## src/rtl/stream_to_bram_writer.sv

```systemverilog
// Buffers a valid/ready word stream in a small FIFO and, per start command, writes LEN words
// to sequential word addresses of an AXI-lite BRAM slave with a single write outstanding.
module stream_to_bram_writer #(
    parameter int ADDR_WIDTH = 10,
    parameter int DATA_WIDTH = 32,
    parameter int FIFO_DEPTH = 4
) (
    input  logic                    clk,
    input  logic                    rst,
    input  logic [DATA_WIDTH-1:0]   s_data,
    input  logic                    s_valid,
    output logic                    s_ready,
    input  logic                    start,
    input  logic [ADDR_WIDTH-1:0]   start_addr,
    input  logic [ADDR_WIDTH:0]     len,
    output logic                    busy,
    output logic                    done,
    output logic                    err,
    output logic [ADDR_WIDTH:0]     words_done,
    output logic [ADDR_WIDTH-1:0]   axi_awaddr,
    output logic                    axi_awvalid,
    input  logic                    axi_awready,
    output logic [DATA_WIDTH-1:0]   axi_wdata,
    output logic [DATA_WIDTH/8-1:0] axi_wstrb,
    output logic                    axi_wvalid,
    input  logic                    axi_wready,
    input  logic                    b_valid,
    output logic                    b_ready,
    input  logic [1:0]              b_response
);
    localparam int PTR_W = $clog2(FIFO_DEPTH);
    localparam logic [PTR_W:0]      FULL_COUNT = (PTR_W+1)'(FIFO_DEPTH);
    localparam logic [PTR_W:0]      CNT_ONE    = (PTR_W+1)'(1);
    localparam logic [PTR_W-1:0]    PTR_ONE    = PTR_W'(1);
    localparam logic [ADDR_WIDTH-1:0] ADDR_ONE = ADDR_WIDTH'(1);
    localparam logic [ADDR_WIDTH:0] LEN_ONE    = (ADDR_WIDTH+1)'(1);

    typedef enum logic [2:0] {S_IDLE, S_FETCH, S_XFER, S_RESP, S_FIN} state_t;

    logic [DATA_WIDTH-1:0] fifo_mem [FIFO_DEPTH];
    logic [PTR_W-1:0]      wr_ptr;
    logic [PTR_W-1:0]      rd_ptr;
    logic [PTR_W:0]        count;
    logic                  push;
    logic                  pop;
    logic                  fifo_empty;

    state_t                state;
    state_t                state_next;
    logic [ADDR_WIDTH-1:0] addr;
    logic [ADDR_WIDTH:0]   rem;
    logic                  aw_ok;
    logic                  w_ok;
    logic                  b_hs;

    assign s_ready    = !rst && (count != FULL_COUNT);
    assign fifo_empty = (count == '0);
    assign push       = s_valid && s_ready;
    assign pop        = (state == S_FETCH) && !fifo_empty;
    assign axi_wstrb  = '1;
    // A channel counts as finished once its valid has dropped or is being accepted now.
    assign aw_ok      = !axi_awvalid || axi_awready;
    assign w_ok       = !axi_wvalid || axi_wready;
    assign b_hs       = b_valid && b_ready;

    always_ff @(posedge clk) begin
        if (push) fifo_mem[wr_ptr] <= s_data;
    end

    always_ff @(posedge clk or posedge rst) begin
        if (rst) begin
            wr_ptr <= '0;
            rd_ptr <= '0;
            count  <= '0;
        end else begin
            if (push) wr_ptr <= wr_ptr + PTR_ONE;
            if (pop)  rd_ptr <= rd_ptr + PTR_ONE;
            if (push && !pop)      count <= count + CNT_ONE;
            else if (pop && !push) count <= count - CNT_ONE;
        end
    end

    always_ff @(posedge clk or posedge rst) begin
        if (rst) state <= S_IDLE;
        else     state <= state_next;
    end

    always_comb begin
        state_next = state;
        case (state)
            S_IDLE:  if (start) state_next = (len == '0) ? S_FIN : S_FETCH;
            S_FETCH: if (!fifo_empty) state_next = S_XFER;
            S_XFER:  if (aw_ok && w_ok) state_next = S_RESP;
            S_RESP:  if (b_hs) state_next = (rem == LEN_ONE) ? S_FIN : S_FETCH;
            S_FIN:   state_next = S_IDLE;
            default: state_next = S_IDLE;
        endcase
    end

    always_ff @(posedge clk or posedge rst) begin
        if (rst) begin
            axi_awvalid <= 1'b0;
            axi_wvalid  <= 1'b0;
            b_ready     <= 1'b0;
            busy        <= 1'b0;
            done        <= 1'b0;
            err         <= 1'b0;
            words_done  <= '0;
            rem         <= '0;
        end else begin
            done <= 1'b0;
            case (state)
                S_IDLE: begin
                    if (start) begin
                        busy       <= 1'b1;
                        rem        <= len;
                        err        <= 1'b0;
                        words_done <= '0;
                    end
                end
                S_FETCH: begin
                    if (!fifo_empty) begin
                        axi_awvalid <= 1'b1;
                        axi_wvalid  <= 1'b1;
                    end
                end
                S_XFER: begin
                    if (axi_awready) axi_awvalid <= 1'b0;
                    if (axi_wready)  axi_wvalid  <= 1'b0;
                    if (aw_ok && w_ok) b_ready <= 1'b1;
                end
                S_RESP: begin
                    if (b_hs) begin
                        b_ready    <= 1'b0;
                        words_done <= words_done + LEN_ONE;
                        rem        <= rem - LEN_ONE;
                        if (b_response != 2'b00) err <= 1'b1;
                    end
                end
                S_FIN: begin
                    done <= 1'b1;
                    busy <= 1'b0;
                end
                default: ;
            endcase
        end
    end

    // Address and data registers carry no reset; they are always loaded before use.
    always_ff @(posedge clk) begin
        if (state == S_IDLE && start) addr <= start_addr;
        else if (state == S_RESP && b_hs) addr <= addr + ADDR_ONE;
        if (pop) begin
            axi_awaddr <= addr;
            axi_wdata  <= fifo_mem[rd_ptr];
        end
    end

endmodule

```

## config.mk

```make
export PLATFORM = sky130hd
export DESIGN_NAME = stream_to_bram_writer
export DESIGN_NICKNAME = d
export VERILOG_FILES = /design/src/rtl/stream_to_bram_writer.sv
export SDC_FILE = /design/constraint.sdc
export NUM_CORES = 1
export LEC_CHECK = 0
export CORE_AREA = 2 2 130 132
export DETAILED_ROUTE_END_ITERATION = 10
export DIE_AREA = 0 0 132 134
export MAX_ROUTING_LAYER = met4
export PLACE_DENSITY_LB_ADDON = 0.2
export SYNTH_ARGS = -nofsm -noshare
export SYNTH_HDL_FRONTEND = slang
export SYNTH_SLANG_ARGS = --single-unit
```

## constraint.sdc

```tcl
create_clock -name clk -period 7.2 [get_ports clk]
set_clock_uncertainty 0.15 [all_clocks]
set_input_delay 1.08 -clock clk [delete_from_list [all_inputs] [get_ports clk]]
set_output_delay 1.08 -clock clk [all_outputs]
set_load 0.005 [all_outputs]
```

# Yosys cells after proc, flatten, opt, wreduce, memory -nomap -nowiden
# Memory sizes are Yosys's and may differ from the RTL's. A register that Yosys moved wholly into a read port is not among the register bits.
# Cells that the tools add are included.
# word_totals
out_inout_bits	64
mem_count	1
register_bits	58
word_cells	103
mem_bits_rw	128
romBits	0
latchBits	0
input_bits	62
# mem_list
memory	words	word_bits	rd	rd_clocked_by_memory_dff	write_ports	line	text
fifo_mem	4	32	1	1	1	40	logic [DATA_WIDTH-1:0] fifo_mem [FIFO_DEPTH];
# classes
div_mod_pow	0
shift	0
n_eq_ne	13
muxes	34
reduce_logical	34
n_mul	0
addsub	7
n_bitwise	0
n_lt_le_gt_ge	0
# ops
operator	count
2-to-1 mux 11 bit	4
case mux 11 bit (2 select lines)	2
2-to-1 mux 3 bit	8
2-to-1 mux 10 bit	2
!= test 2 bit (second input constant)	7
nonzero test 2 bit	7
2-to-1 mux 1 bit	12
case mux 3 bit (4 select lines)	1
AND reduction 3 bit	4
adder 11 x 1 -> 11 bit (second input constant)	1
== test 11 x 1 -> 1 bit (second input constant)	1
logical NOT 11 bit	1
subtractor 11 x 1 -> 11 bit (second input constant)	1
adder 10 x 1 -> 10 bit (second input constant)	1
case mux 1 bit (2 select lines)	5
logical AND 1 bit	9
AND reduction 4 bit	2
== test 3 x 2 -> 1 bit (second input constant)	2
logical NOT 1 bit	6
logical NOT 3 bit	2
adder 2 x 1 -> 2 bit (second input constant)	2
adder 3 x 1 -> 3 bit (second input constant)	1
== test 3 x 1 -> 1 bit (second input constant)	1
== test 3 bit (second input constant)	1
4 further kinds	5

# Logic depth before layout (Yosys ltp)
# depth
depth_word	7
depth_mapped	10
mapped_depth_nobuf	9

# Worst setup path before layout
# Ideal clock, no wire load.
# synth_timing
path_type	reg-to-reg
start	register state[2]
end	register count[1]
arrival_ns	5.050
setup_slack_ns	1.875
required_time_ns	6.925
n_path_buf	1
setup_ns	0.125
period_less_slack_ns	5.325
stages_incl_launch_ff	9
cell_sequence	dfrtp_1 -> buf_1 -> nand2b_1 -> nor3_1 -> inv_1 -> ha_1 -> inv_1 -> fa_1 -> mux2_2
# synth_via
elab_chain_cells	5
elab_cells_between_ends	7
cone_classes	1 x eq/ne; 1 x mux; 5 x reduce/logical
# synth_rtl
item	line	text
start: declaration	48	state_t state;
start signal: assignment	85	else state <= state_next;
== test 3 x 1 -> 1 bit *	59	assign pop = (state == S_FETCH) && !fifo_empty;
logical AND 1 bit *	59	
via pop	45	logic pop;
logical NOT 1 bit	78	if (push && !pop) count <= count + CNT_ONE;
logical AND 1 bit	78	
2-to-1 mux 3 bit or nonzero test 2 bit (tied branches)	--	
end signal: assignment	78	
end signal: assignment	79	else if (pop && !push) count <= count - CNT_ONE;
end: declaration	43	logic [PTR_W:0] count;
# The timed path passes the listed nets; every way through them passes the cells marked *.
# A chain may end at the register's enable or synchronous reset.

# Final worst setup path
# layout_timing
start	input rst
end	output s_ready
# layout_via
elab_chain_cells	2
# layout_rtl
item	line	text
start: declaration	9	input logic rst,
logical NOT 1 bit (no line)	--	
logical AND 1 bit	56	assign s_ready = !rst && (count != FULL_COUNT);
end: declaration	12	output logic s_ready,
# Every way passes these cells.

==> summary.json <==
{
  "yosys": {
    "synth_seq_area_share_pct": 73.3,
    "synth_enable_flop_cells": 180,
    "synth_flop_cell": "sky130_fd_sc_hd__edfxtp_1",
    "yosysTopAreaCellShare_pct": 62.4,
    "ys_warn_count": 0,
    "cell_with_the_most_instances_after_synthesis": "sky130_fd_sc_hd__edfxtp_1",
    "syn-cell-area_sq_mm": 0.00867,
    "asyncSetResetFlopFracSynth_pct": 17.4,
    "synth-seq-cells": 218,
    "post_synth_inst_count": 516,
    "main_area_contributors_after_synthesis": "sky130_fd_sc_hd__edfxtp_1 62%, sky130_fd_sc_hd__dfrtp_1 11%, sky130_fd_sc_hd__mux4_2 8.3%, sky130_fd_sc_hd__o21ai_0 1.6%, sky130_fd_sc_hd__ha_1 1.3%",
    "synthesized_area_per_cell_sq_um": 16.8,
    "yosys.cell_types.count": 57,
    "cell_taking_the_most_area_after_synthesis": "sky130_fd_sc_hd__edfxtp_1",
    "synth_top_cells_by_count": "180 x sky130_fd_sc_hd__edfxtp_1, 38 x sky130_fd_sc_hd__dfrtp_1, 32 x sky130_fd_sc_hd__mux4_2"
  },
  "hold_path": {
    "hold_path_startpoint": "addr[9]",
    "hold_path_depth": 0,
    "worstHoldPathType": "flip-flop to flip-flop",
    "worst_hold_path.endpoint": "axi_awaddr[9]"
  },
  "cts": {
    "cts_made_buffers": 22,
    "cts-htree-levels": 1,
    "cts_root_buf": "sky130_fd_sc_hd__clkbuf_16",
    "post_cts_buffers": 0,
    "cts_sinks": 218,
    "cts_resized": 0,
    "max-clock-path-buffers": 3,
    "path_clk_slew_ps": 60,
    "cts_tree": "built",
    "ctsHoldBuffers": 0,
    "clk-insertion-delay-late_ps": 500
  },
  "route": {
    "avgViaCountPerCell": 5.50,
    "firstDrtPassIters": 4,
    "drc_errors": 0,
    "wire_per_inst_um": 18.8,
    "drt-initial-drc-count": 387,
    "drt-total-wl_mm": 16.5,
    "route.vias.total": 4830,
    "route.antenna.remaining_nets": 0
  },
  "timing": {
    "report.final.slew_viol_count": 0,
    "setup-tns-final_ps": 0,
    "timing.fmax_mhz": 270,
    "unrepaired_setup_endpoints_after_global_routing": "false",
    "final.min_clock_period_ps": 3700,
    "timing.final.crit_share_pct": 51.5,
    "final_setup_violating_endpoints": 0,
    "maxSlewHeadroom_pct": 35.2,
    "worst_slew_pin_slew_ps": 964,
    "worst_hold_slack_ps": 340,
    "finalHoldViolations": 0
  },
  "layout": {
    "number_of_nets_in_the_layout": 714,
    "stdcell_area_sq_mm": 0.0108,
    "layout.core_utilization_pct": 66.3,
    "register_area_sq_mm": 0.00636,
    "nFillCells": 1122,
    "syn2layout_area_growth_pct": 24.5,
    "drive_gt1_share_pct": 12.8,
    "multi_input_area_sq_mm": 0.00216
  },
  "critical_path": {
    "crit-reg2reg-launch": "state[0]",
    "arrival_ps": 2470,
    "cp_cell_sequence": "clkdlybuf4s50_1 -> a21oi_1 -> clkdlybuf4s50_1",
    "critical-path-top-cell-by-count": "sky130_fd_sc_hd__clkdlybuf4s50_1",
    "reg2regPathDepth": 8,
    "worst-r2r-setup-slack_ps": 4360,
    "worst-endpoint-required_ps": 5970,
    "start_kind": "input pin",
    "delay_of_the_slowest_critical_path_stage_ps": 600,
    "critical-path-slowest-cell": "sky130_fd_sc_hd__clkdlybuf4s50_1",
    "crit_fanout": 6,
    "worst-setup-path-type": "input pin to primary output",
    "crit-reg2reg-capture": "count[1]",
    "worst_setup_path_end_kind": "primary output"
  },
  "floorplan": {
    "start_util_pct": 53.2,
    "die-area_sq_mm": 0.0177,
    "rows": 47,
    "floorplan.die.height_um": 134,
    "pin_count": 126,
    "die-width_um": 132,
    "floorplan.core_area_sq_mm": 0.0163
  },
  "placement": {
    "port-buffer-count": 121,
    "dp_hpwl_mm": 10.4,
    "placedInstanceArea_sq_mm": 0.0101,
    "final_weighted_congestion_of_routability_driven_global_placement": 0.829
  },
  "power_and_ir_drop": {
    "power.ir.vdd_worst_uv": 201,
    "total_leakage_power_nw": 3.67,
    "power_density_mw_per_mm2": 382,
    "p_total_mw": 4.12
  },
  "global_route": {
    "global_route.overflow_total": 0,
    "pin_count_of_the_biggest_net_entering_global_routing": 46,
    "initial_antenna_violation_count": 1,
    "first_global_vias": 4896,
    "first_pass_grt_wire_length_mm": 26.0,
    "grt_util_all_layers_pct": 19.3
  },
  "run_status": {
    "outcome": "finished, final reports clean"
  },
  "job": {
    "maxCapViolCount": 0
  }
}
-- flip-flops by register name (all words and copies together), names as in the netlist --
register / flops
addr: 10
axi_awaddr: 10
axi_awvalid: 1
axi_wdata: 32
axi_wvalid: 1
b_ready: 1
busy: 1
count: 3
done: 1
err: 1
fifo_mem: 128
rd_ptr: 2
rem: 11
state: 3
words_done: 11
wr_ptr: 2
-- how the worst max path moves through the flow --
stage / from / to / slack [ps] / depth (start not counted)
after floorplan: state[2] / count[1] / 1880 / 8
after global placement: start / rem[10] / 3460 / 6
after detailed placement: start / rem[10] / 3380 / 6
after CTS: rst / s_ready / 3510 / 3
after global routing: rst / s_ready / 3440 / 3
final: rst / s_ready / 3500 / 3
-- placed cells by master (no fill, tap or decap), drive strengths merged, types with 4 or more instances in the layout --
cell type      synthesis  layout
nor3                  11      11
nor2                  25      25
nor3b                  4       4
xor2                   5       5
inv                   14      16
nand2                 28      28
nand4                  9       9
and3                   6       6
nand2b                 4       4
conb                   1       4
buf                   11       4
ha                     9       9
clkdlybuf4s50          0     121
xnor2                 12      12
mux4                  32      32
nand3                 10      10
edfxtp               180     180
clkinv                 0       9
a21oi                 19      19
o21ai                 28      28
clkbuf                15      24
dfrtp                 38      38
nor4                   5       5
-- critical path, delay by kind of cell --
kind                   cells  cell delay (ps)
AOI/OAI and AO/OA          1              350
buffers and inverters      2             1040
-- through the flow --
step                      worst slack [ps]  cells
after floorplan                       1880    519
after global placement                3460    838
after detailed placement              3380    838
after CTS                             3510    877
after global routing                  3440    878
final                                 3500    878
-- layer usage --
layer | global-route usage, % | up-vias | part of all wire (%)
met3 | 3.89 | 29 | 5.8
li1 | - | 2249 | -
met5 | - | - | 0
met4 | 4.29 | 0 | 1.7
met1 | 25.2 | 2393 | 43
met2 | 31.8 | 159 | 50
-- area by class of cell --
class,count,area share (%)
antenna,1,0.0232
clock buffer,24,5.17
clock inverter,15,1.34
inverter,14,0.487
multi-input combinational,261,20.0
sequential,218,58.9
tap,220,2.55
timing repair buffer,125,11.5
-- power by group --
part / leakage, nW / total [mW] / switching [mW] / internal [mW]
Combinational: 1.22 / 1.08 / 0.531 / 0.553
Clock: 0.339 / 1.11 / 0.474 / 0.637
Sequential: 2.11 / 1.92 / 0.203 / 1.72
Total: 3.67 / 4.12 / 1.21 / 2.91
-- cell families after synthesis --
kind of cell	Yosys count	share of synthesized area, %
flip-flops	218	73.3
AND/OR/NAND/NOR	120	7.13
AO/OA/AOI/OAI	74	5.37
buffers and inverters	40	2.06
multiplexers	36	8.82
XOR/XNOR	17	1.72
adder cells (fa/ha/maj)	10	1.53
other	1	0.0433
No activity file was read; power rests on OpenSTA's default activity.
